==> config.mk <==
export PLATFORM = sky130hd
export DESIGN_NAME = fetch_stage_flat
export DESIGN_NICKNAME = d
export VERILOG_FILES = /design/src/rtl/fetch_stage_pkg.sv /design/src/rtl/fetch_stage_if.sv /design/src/rtl/fetch_stage_pc_register.sv /design/src/rtl/fetch_stage.sv /design/src/flat_wrapper.sv
export SDC_FILE = /design/constraint.sdc
export NUM_CORES = 1
export LEC_CHECK = 0
export CORE_MARGIN = 2
export CORE_UTILIZATION = 46
export CTS_CLUSTER_SIZE = 10
export DETAILED_ROUTE_END_ITERATION = 16
export PLACE_DENSITY = 0.84
export SYNTH_ARGS = -nofsm -noshare
export SYNTH_HDL_FRONTEND = slang
export SYNTH_SLANG_ARGS = --single-unit
==> constraint.sdc <==
create_clock -name clk -period 7.76 [get_ports clk]
set_input_delay 1.164 -clock clk [delete_from_list [all_inputs] [get_ports clk]]
set_output_delay 1.164 -clock clk [all_outputs]
set_load 0.1 [all_outputs]
==> src/rtl/fetch_stage_pkg.sv <==
// Shared definitions for the instruction fetch stage.
// - RESET_PC / NOP_INSTR : architectural reset address and bubble instruction
// - fsm_state_e          : BOOT/RUN state encoding for the fetch FSM
// - pc_op_e              : control encoding for the pc_register sub-module
// - ifid_t               : packed IF/ID pipeline register contents
// Optional feature: FETCH_PERF_CNT_EN (handled in fetch_stage.sv).
package fetch_stage_pkg;

  localparam logic [31:0] RESET_PC  = 32'h0000_0000;
  localparam logic [31:0] NOP_INSTR = 32'h0000_0000;
  localparam logic [31:0] PC_STEP   = 32'd4;

  typedef enum logic {
    BOOT = 1'b0,
    RUN  = 1'b1
  } fsm_state_e;

  typedef enum logic [1:0] {
    PC_HOLD = 2'd0,
    PC_LOAD = 2'd1,
    PC_INC  = 2'd2
  } pc_op_e;

  typedef struct packed {
    logic [31:0] instr;
    logic [31:0] pc_plus4;
    logic        valid;
  } ifid_t;

  // A bubble is a NOP with no return address and the valid bit clear.
  localparam ifid_t IFID_BUBBLE = '{instr: NOP_INSTR, pc_plus4: 32'h0, valid: 1'b0};

endpackage

==> src/rtl/fetch_stage_if.sv <==
// Instruction memory bus between the fetch stage and instruction memory.
// - imem_req   : fetch request (fetch side drives)
// - imem_addr  : byte address of the requested word, equal to the PC
// - imem_ready : imem_rdata is valid this cycle (memory side drives)
// - imem_rdata : fetched instruction word
// Modports: master = fetch stage, slave = instruction memory.
interface fetch_stage_if;

  logic        imem_req;
  logic [31:0] imem_addr;
  logic        imem_ready;
  logic [31:0] imem_rdata;

  modport master (
    output imem_req,
    output imem_addr,
    input  imem_ready,
    input  imem_rdata
  );

  modport slave (
    input  imem_req,
    input  imem_addr,
    output imem_ready,
    output imem_rdata
  );

endinterface

==> src/rtl/fetch_stage_pc_register.sv <==
// Program counter register for the fetch stage.
// - clk, reset : clock and asynchronous active-high reset (PC <= RESET_PC)
// - op         : PC_HOLD keeps the value, PC_LOAD takes target, PC_INC adds 4
// - target     : redirect destination; bits [1:0] are forced to 00 on load
// - pc         : current program counter
module pc_register
  import fetch_stage_pkg::*;
(
  input  logic        clk,
  input  logic        reset,
  input  pc_op_e      op,
  input  logic [31:0] target,
  output logic [31:0] pc
);

  // NOTE: sequential state is updated with non-blocking assignments only, so
  // every flop samples the pre-edge values regardless of block ordering.
  always_ff @(posedge clk or posedge reset) begin
    if (reset) begin
      pc <= RESET_PC;
    end else begin
      case (op)
        PC_LOAD: pc <= {target[31:2], 2'b00};
        PC_INC:  pc <= pc + PC_STEP; // wraps FFFF_FFFC -> 0 by width
        default: pc <= pc;
      endcase
    end
  end

endmodule

==> src/rtl/fetch_stage.sv <==
// Instruction fetch stage: PC sequencing, BOOT/RUN FSM and the IF/ID register.
// - clk, reset         : clock and asynchronous active-high reset
// - stall              : freeze PC and IF/ID (ignores redirects that cycle)
// - branch_taken/target: redirect from a taken branch resolved in ID
// - jump/jump_target   : redirect from j/jal decoded in ID (wins over branch)
// - imem               : instruction memory bus (fetch_stage_if.master)
// - ifid_instr/pc_plus4/valid : IF/ID register contents
// - ifid_rs/ifid_rt    : source register fields of ifid_instr for hazard logic
// - stall_cycles/bubble_cycles : saturating performance counters, present only
//   when the macro FETCH_PERF_CNT_EN is defined
module fetch_stage
  import fetch_stage_pkg::*;
(
  input  logic          clk,
  input  logic          reset,
  input  logic          stall,
  input  logic          branch_taken,
  input  logic [31:0]   branch_target,
  input  logic          jump,
  input  logic [31:0]   jump_target,
  fetch_stage_if.master imem,
  output logic [31:0]   ifid_instr,
  output logic [31:0]   ifid_pc_plus4,
  output logic          ifid_valid,
  output logic [4:0]    ifid_rs,
  output logic [4:0]    ifid_rt
`ifdef FETCH_PERF_CNT_EN
  ,
  output logic [31:0]   stall_cycles,
  output logic [31:0]   bubble_cycles
`endif
);

  fsm_state_e  state;
  logic        req_q;
  logic [31:0] pc;
  logic [31:0] pc_plus4;
  logic [31:0] redirect_target;
  logic        redirect;
  logic        load_bubble;
  logic        load_fetch;
  pc_op_e      pc_op;
  ifid_t       ifid_q;

  // FSM: BOOT lasts exactly one clock after reset, then RUN until the next
  // reset. imem_req is a registered output that follows the state.
  always_ff @(posedge clk or posedge reset) begin
    if (reset) begin
      state <= BOOT;
      req_q <= 1'b0;
    end else begin
      case (state)
        BOOT: begin
          state <= RUN;
          req_q <= 1'b1;
        end
        default: begin
          state <= RUN;
          req_q <= 1'b1;
        end
      endcase
    end
  end

  assign redirect        = jump | branch_taken;
  assign redirect_target = jump ? jump_target : branch_target;
  assign pc_plus4        = pc + PC_STEP;

  // Per-cycle priority in RUN: stall, then redirect, then fetch.
  // NOTE: every always_comb output gets a default first so that no path
  // leaves it unassigned, which would infer a latch.
  always_comb begin
    pc_op       = PC_HOLD;
    load_bubble = 1'b0;
    load_fetch  = 1'b0;
    if (state == BOOT) begin
      load_bubble = 1'b1;
    end else if (!stall) begin
      if (redirect) begin
        pc_op       = PC_LOAD;
        load_bubble = 1'b1;
      end else if (imem.imem_ready) begin
        pc_op      = PC_INC;
        load_fetch = 1'b1;
      end else begin
        load_bubble = 1'b1;
      end
    end
  end

  pc_register u_pc_register (
    .clk    (clk),
    .reset  (reset),
    .op     (pc_op),
    .target (redirect_target),
    .pc     (pc)
  );

  // IF/ID register: neither load flag set means hold (stall in RUN).
  always_ff @(posedge clk or posedge reset) begin
    if (reset) begin
      ifid_q <= IFID_BUBBLE;
    end else if (load_bubble) begin
      ifid_q <= IFID_BUBBLE;
    end else if (load_fetch) begin
      ifid_q <= '{instr: imem.imem_rdata, pc_plus4: pc_plus4, valid: 1'b1};
    end
  end

  assign imem.imem_req  = req_q;
  assign imem.imem_addr = pc;
  assign ifid_instr     = ifid_q.instr;
  assign ifid_pc_plus4  = ifid_q.pc_plus4;
  assign ifid_valid     = ifid_q.valid;
  assign ifid_rs        = ifid_q.instr[25:21];
  assign ifid_rt        = ifid_q.instr[20:16];

`ifdef FETCH_PERF_CNT_EN
  // Both counters only advance in RUN and stick at all-ones.
  always_ff @(posedge clk or posedge reset) begin
    if (reset) begin
      stall_cycles  <= 32'h0;
      bubble_cycles <= 32'h0;
    end else if (state == RUN) begin
      if (stall && (stall_cycles != 32'hFFFF_FFFF)) begin
        stall_cycles <= stall_cycles + 32'd1;
      end
      if (load_bubble && (bubble_cycles != 32'hFFFF_FFFF)) begin
        bubble_cycles <= bubble_cycles + 32'd1;
      end
    end
  end
`else
  // Performance counters are not built in this configuration.
`endif

endmodule

==> src/flat_wrapper.sv <==
// flat-port wrapper written by rule: the top's interface ports become plain ports
module fetch_stage_flat import fetch_stage_pkg::*;
  (clk, reset, stall, branch_taken, branch_target, jump, jump_target, ifid_instr, ifid_pc_plus4, ifid_valid, ifid_rs, ifid_rt, imem_imem_req, imem_imem_addr, imem_imem_ready, imem_imem_rdata);
  fetch_stage_if imem_i ();
  input  logic clk;
  input  logic reset;
  input  logic stall;
  input  logic branch_taken;
  input  logic [31:0] branch_target;
  input  logic jump;
  input  logic [31:0] jump_target;
  output logic [31:0] ifid_instr;
  output logic [31:0] ifid_pc_plus4;
  output logic ifid_valid;
  output logic [4:0] ifid_rs;
  output logic [4:0] ifid_rt;
  output wire logic [$bits(imem_i.imem_req)-1:0] imem_imem_req;
  output wire logic [$bits(imem_i.imem_addr)-1:0] imem_imem_addr;
  input wire logic [$bits(imem_i.imem_ready)-1:0] imem_imem_ready;
  input wire logic [$bits(imem_i.imem_rdata)-1:0] imem_imem_rdata;
  assign imem_imem_req = imem_i.imem_req;
  assign imem_imem_addr = imem_i.imem_addr;
  assign imem_i.imem_ready = imem_imem_ready;
  assign imem_i.imem_rdata = imem_imem_rdata;
  fetch_stage u_core (.clk(clk), .reset(reset), .stall(stall), .branch_taken(branch_taken), .branch_target(branch_target), .jump(jump), .jump_target(jump_target), .imem(imem_i), .ifid_instr(ifid_instr), .ifid_pc_plus4(ifid_pc_plus4), .ifid_valid(ifid_valid), .ifid_rs(ifid_rs), .ifid_rt(ifid_rt));
endmodule
==> results.sh, run 1 <==
export IMPL_antenna_found_initial=0
export IMPL_cp_top_family="buffers and inverters"
export IMPL_synthXorXnorAreaFrac=0.0504
export IMPL_die_x_um=107
export IMPL_grt_pass1_wl_um=23500
export IMPL_fp_dieArea_mm2=0.0114
export IMPL_cts_repair_resized=0
export IMPL_period_minus_slack_ns=4.50
export IMPL_hold_viol=0
export IMPL_viasPerCell=5.82
export IMPL_synth_distinct_cells=45
export IMPL_crit_fanout=38
export IMPL_whs_ns=0.488
export IMPL_drive_gt1_frac=0.0636
export IMPL_ios=210
export IMPL_wl_um=14700
export IMPL_start_kind="primary input"
export IMPL_min_path_type="flip-flop to flip-flop"
export IMPL_coreArea_mm2=0.0103
export IMPL_fmax_ghz=0.222
export IMPL_worstSetupEndpointType="flip-flop"
export IMPL_synth_seq_area_share=0.484
export IMPL_ys_async_sr_fraction=1.00
export IMPL_ir_drop_uv=152
export IMPL_critical_path_required_ns=8.03
export IMPL_clk_latency_ns=0.37
export IMPL_crit_path_max_incr_delay_ns=0.68
export IMPL_synth_edf_count=0
export IMPL_syn_area_mm2=0.00486
export IMPL_drc=0
export IMPL_h_tree_depth=3
export IMPL_synth_cells=484
export IMPL_die_h_um=107
export IMPL_dp_hpwl_um=10300
export IMPL_yosys_warnings=0
export IMPL_gp_congestion=0.846
export IMPL_cts_hold_fix_buffers=0
export IMPL_clk_pin_slew_worst_paths_ns=0.09
export IMPL_ys_ff_latch=94
export IMPL_worst_path_max_delay_cell="buf_2"
export IMPL_path_cells="buf_2, nor2_1, nand3_1, buf_4, clkinv_1, ha_1, buf_4, clkinv_1, nand2_1, o22ai_1, a311oi_1"
export IMPL_cellPowerDensity_mw_per_mm2=222
export IMPL_final_max_slew_viol_count=0
export IMPL_final_cells=796
export IMPL_path_buf_inv=5
export IMPL_syn_avg_cell_area_um2=10.0
export IMPL_fin_nets=759
export IMPL_max_slew_margin=0.168
export IMPL_synth_compound_area_frac=0.210
export IMPL_fillers=806
export IMPL_ant_nets=0
export IMPL_post_cts_setup_buffers=0
export IMPL_period_share=0.580
export IMPL_arrival_ns=4.76
export IMPL_clock_skew_ns=0.00708
export IMPL_ys_flop_type="dfrtp_1"
export IMPL_cts_sinks=94
export IMPL_rows=37
export IMPL_synth_simple_area_share=0.141
export IMPL_grt_pass1_vias=4551
export IMPL_synth_top_family_by_area="compound AO/OA/AOI/OAI gates"
export IMPL_grt_usage=0.258
export IMPL_p_leak_nw=2.85
export IMPL_portBuffers=201
export IMPL_drt_iter0_markers=401
export IMPL_cts_tree="built"
export IMPL_vias=4633
export IMPL_rsz0062_at_grt="false"
export IMPL_drt_pre_antenna_iters=5
export IMPL_clockBufferDepth=2
export IMPL_max_cap_viol_count=0
export IMPL_grt_ovfl_total=0
export IMPL_grt_max_degree=64
export IMPL_layout_area_overhead_vs_synth_pct=45.6
export IMPL_synthMuxAreaShare=0.0522
export IMPL_start_util=0.473
export IMPL_dp_cells=780
export IMPL_numCtsBuffers=9
export IMPL_status="finished clean"
export IMPL_wl_per_cell_um=18.5
export IMPL_finalSetupViolations=0
export IMPL_worstMarginPinSlew_ns=1.25
export IMPL_n_antenna_cell=0
export IMPL_fin_tns_setup_ns=0
export IMPL_path_class="primary input to flip-flop"
export IMPL_synthAdderAreaFrac=0.00515
export IMPL_clockRootBuffer="clkbuf_8"
export IMPL_finalPower_mw=1.57
## worst reg2reg max path: cells and delay by family (launching register included)
family	cells	cell delay (ns)
buffers and inverters	4	1.52
AND/OR/NAND/NOR	5	1.41
flip-flops	1	0.37
adder cells (fa/ha/maj)	1	0.15
## final timing paths
path / start / to / slack, ns / cells after the start
setup / recovery: jump / u_core.u_pc_register.pc[26] / 3.26 / 11
hold / removal: u_core.ifid_pc_plus4[29] / u_core.ifid_pc_plus4[29] / 0.49 / 2
setup reg to reg: u_core.state / u_core.u_pc_register.pc[30] / 4.21 / 10
hold reg to reg: u_core.ifid_pc_plus4[29] / u_core.ifid_pc_plus4[29] / 0.49 / 2
max in group asynchronous: reset / u_core.ifid_pc_plus4[2] / 5.50 / 3
min in group asynchronous: reset / u_core.ifid_instr[4] / 1.22 / 2
## where the power goes
part / leakage (nW) / switching (mW) / internal, mW / total (mW)
registers: 1.22 / 0.0741 / 0.528 / 0.602
logic: 1.51 / 0.420 / 0.179 / 0.598
clock network: 0.113 / 0.181 / 0.191 / 0.373
## routing by layer
layer,up-vias,wire [µm],GRT usage,share of wire
met2,264,7200,0.424,0.49
met5,-,0,0,0
li1,2104,-,-,-
met1,2241,6180,0.341,0.42
met3,24,1130,0.0511,0.077
met4,0,238,0.0937,0.016
## cells by family after synthesis
group                      after synthesis
and+or+nand+nor                        132
muxes                                   24
AOI/OAI and AO/OA                      145
other                                    2
adders and majority gates                2
xor gates and xnor gates                28
buffers and inverters                   57
DFF                                     94
## cell usage in the layout (no fill, tap or decap), types with 12 or more instances in the layout
cell and instances:
xnor2_1 17, nor3_1 12, o22a_1 13, nand2_1 48, dfrtp_1 94, nand3_1 12
o21ai_0 35, mux2i_1 13, nor2_1 14, a22o_1 34, clkdlybuf4s50_1 200, a21oi_1 17
## area by class of cell
cell class / instances / area (µm²) / share of cell area
well taps: 136 / 170 / 0.0240
inverters: 7 / 28.8 / 0.00406
clock buffers: 11 / 141 / 0.0200
flip-flops and latches: 94 / 2350 / 0.332
multi-input cells: 336 / 2260 / 0.318
repair buffers: 207 / 2050 / 0.290
clock inverters: 5 / 82.6 / 0.0117
## registers in the layout, summed over array words and instances (netlist names)
register,count
u_core.ifid_instr,32
u_core.ifid_pc_plus4,30
u_core.ifid_valid,1
u_core.state,1
u_core.u_pc_register.pc,30
## synth_stat cells, types with 2 or more instances
master / number / area share
a211oi_1: 6 / 0.0093
a21oi_1: 17 / 0.017
a22o_1: 34 / 0.061
a2bb2oi_1: 8 / 0.014
a311oi_1: 7 / 0.013
a31oi_1: 6 / 0.0077
and2_1: 2 / 0.0026
and3_1: 9 / 0.012
and4_1: 3 / 0.0054
buf_4: 14 / 0.022
clkbuf_1: 34 / 0.026
clkinv_1: 3 / 0.0023
conb_1: 2 / 0.0015
dfrtp_1: 94 / 0.48
ha_1: 2 / 0.0051
inv_1: 4 / 0.0031
mux2_2: 11 / 0.025
mux2i_1: 13 / 0.027
nand2_1: 48 / 0.037
nand3_1: 12 / 0.012
nand3_2: 2 / 0.0041
nand3b_1: 2 / 0.0031
nand4_1: 10 / 0.013
nor2_1: 14 / 0.011
nor2b_1: 7 / 0.0090
nor3_1: 12 / 0.012
nor4_1: 5 / 0.0064
o21a_1: 4 / 0.0062
o21ai_0: 35 / 0.036
o22a_1: 13 / 0.023
o22ai_1: 10 / 0.013
or4_4: 2 / 0.0046
xnor2_1: 17 / 0.031
xor2_1: 11 / 0.020
## metrics by stage
stage / cell area, µm² / util / worst slack [ns]
after CTS: 7080 / 0.689 / 3.34
final: 7080 / 0.689 / 3.26
after detailed placement: 6860 / 0.667 / 2.96
after global routing: 7080 / 0.689 / 3.00
after floorplan: 4870 / - / 4.15
after global placement: 6860 / 0.667 / 3.04
Power figures use the tool's default switching activity.
==> inputs of run 2 (changes only) <==
--- a/config.mk
+++ b/config.mk
@@ -6,10 +6,10 @@
 export NUM_CORES = 1
 export LEC_CHECK = 0
 export CORE_MARGIN = 2
-export CORE_UTILIZATION = 46
+export CORE_UTILIZATION = 43
 export CTS_CLUSTER_SIZE = 10
 export DETAILED_ROUTE_END_ITERATION = 16
-export PLACE_DENSITY = 0.84
+export PLACE_DENSITY = 0.79
 export SYNTH_ARGS = -nofsm -noshare
 export SYNTH_HDL_FRONTEND = slang
 export SYNTH_SLANG_ARGS = --single-unit
==> constraint.sdc (replaced) <==
create_clock -name clk -period 4.55 [get_ports clk]
set_input_delay 0.6825 -clock clk [delete_from_list [all_inputs] [get_ports clk]]
set_output_delay 0.6825 -clock clk [all_outputs]
set_load 0.1 [all_outputs]
==> results.sh, run 2 (synthesized netlist as in run 1, its figures left out) <==
export IMPL_dpl_worst_slack_ns=0.782
export IMPL_dp_cells=786
export IMPL_portBuffers=201
export IMPL_crit_fanout=18
export IMPL_cts_repair_resized=0
export IMPL_min_delay_path_depth=2
export IMPL_largest_register_ffs=32
export IMPL_fmax_ghz=0.294
export IMPL_status="finished clean"
export IMPL_swShare=0.414
export IMPL_die_h_um=110
export IMPL_worst_r2r_setup_slack_ns=1.54
export IMPL_antenna_found_initial=0
export IMPL_fin_tns_setup_ns=0
export IMPL_max_slew_margin=0.174
export IMPL_internal_power_mw=1.65
export IMPL_start_kind="primary input"
export IMPL_min_path_type="flip-flop to flip-flop"
export IMPL_holdCritStartpoint="u_core.ifid_pc_plus4[4]"
export IMPL_worst_hold_path_endpoint="u_core.ifid_pc_plus4[4]"
export IMPL_multiInputGateArea_mm2=0.00226
export IMPL_pwr_share_comb=0.365
export IMPL_ant_nets=0
export IMPL_grt_pass1_wl_um=22700
export IMPL_clk_latency_ns=0.34
export IMPL_finalSetupViolations=0
export IMPL_coreArea_mm2=0.0109
export IMPL_clock_skew_ns=0.0102
export IMPL_hold_viol=0
export IMPL_p_leak_nw=2.90
export IMPL_dp_hpwl_um=10600
export IMPL_viasPerCell=5.65
export IMPL_rows=38
export IMPL_clk_pin_slew_worst_paths_ns=0.06
export IMPL_final_cells=802
export IMPL_wl_per_cell_um=18.5
export IMPL_grt_max_degree=79
export IMPL_p_seq_frac=0.365
export IMPL_period_minus_slack_ns=3.40
export IMPL_regArea_mm2=0.00235
export IMPL_fp_dieArea_mm2=0.0122
export IMPL_h_tree_depth=3
export IMPL_drt_iter0_markers=325
export IMPL_cts_hold_fix_buffers=0
export IMPL_ir_drop_uv=229
export IMPL_rr_startpoint="u_core.state"
export IMPL_numCtsBuffers=9
export IMPL_gp_congestion=0.873
export IMPL_drive_gt1_frac=0.0680
export IMPL_arrival_ns=3.64
export IMPL_drt_pre_antenna_iters=5
export IMPL_start_util=0.445
export IMPL_path_class="primary input to flip-flop"
export IMPL_clockBufferDepth=2
export IMPL_clockRootBuffer="clkbuf_16"
export IMPL_reg2reg_depth=8
export IMPL_grt_pass1_vias=4475
export IMPL_fin_nets=761
export IMPL_critical_path_required_ns=4.79
export IMPL_layout_area_overhead_vs_synth_pct=47.6
export IMPL_n_antenna_cell=0
export IMPL_final_common_cell="clkdlybuf4s50_1"
export IMPL_die_x_um=110
export IMPL_worstSetupEndpointType="flip-flop"
export IMPL_cellPowerDensity_mw_per_mm2=391
export IMPL_max_cap_viol_count=0
export IMPL_grt_usage=0.240
export IMPL_period_share=0.748
export IMPL_final_max_slew_viol_count=0
export IMPL_vias=4533
export IMPL_clockPowerShare=0.270
export IMPL_rsz0062_at_grt="false"
export IMPL_worstMarginPinSlew_ns=1.24
export IMPL_p_switching_mw=1.16
export IMPL_reg2reg_to="u_core.u_pc_register.pc[19]"
export IMPL_cts_tree="built"
export IMPL_cts_sinks=94
export IMPL_ios=210
export IMPL_post_cts_setup_buffers=0
export IMPL_grt_ovfl_total=0
export IMPL_setup_ws_ns=1.15
export IMPL_wl_um=14900
export IMPL_drc=0
export IMPL_fillers=845
export IMPL_layout_common_cells="clkdlybuf4s50_1, dfrtp_1, nand2_1, o21ai_0, a22o_1"
run 2: layout make-up:
class	count	area share
inverter	7	0.00401
clock inverter	6	0.00854
tap	140	0.0244
clock buffer	10	0.0333
timing repair buffer	209	0.288
sequential	94	0.328
multi-input combinational	336	0.314
run 2: routing by layer:
layer	share of wire	global-route usage	up-vias
li1	-	-	2114
met1	0.42	0.297	2193
met2	0.49	0.415	206
met3	0.079	0.0447	20
met4	0.016	0.0911	0
met5	0	0	-
run 2: metrics by stage:
step                      power [mW]  cell area (µm²)  hold slack, ns   util
after floorplan                 1.76             4870           0.815      -
after global placement          2.04             6880           0.462  0.629
after detailed placement        2.06             6880           0.470  0.629
after CTS                       2.82             7180           0.486  0.657
after global routing            2.91             7180           0.509  0.657
final                           2.81             7180           0.482  0.657
run 2: power groups by stage:
stage,clock (mW),combinational (mW),sequential [mW]
floorplan,0,0.278,1.48
global placement,0,1.01,1.03
detailed placement,0,1.02,1.04
CTS,0.770,1.03,1.02
global route,0.807,1.07,1.04
finish,0.758,1.02,1.03
run 2: critical path, cell delays in order:
cell and delay [ns]:
clkdlybuf4s50_1 0.51, nor2_1 0.06, nand3_1 0.12, clkinv_1 0.09, ha_1 0.63, clkinv_1 0.63
nand2_1 0.52, o22ai_1 0.15, a311oi_1 0.23
run 2: worst max path at each step:
stage                       startpoint                           to  depth (start not counted)
after global routing      branch_taken  u_core.u_pc_register.pc[19]                          9
after global placement    branch_taken  u_core.u_pc_register.pc[29]                          9
after floorplan                  reset         u_core.ifid_instr[0]                          1
after detailed placement  branch_taken  u_core.u_pc_register.pc[19]                          9
after CTS                 branch_taken  u_core.u_pc_register.pc[19]                          9
final                     branch_taken  u_core.u_pc_register.pc[19]                          9
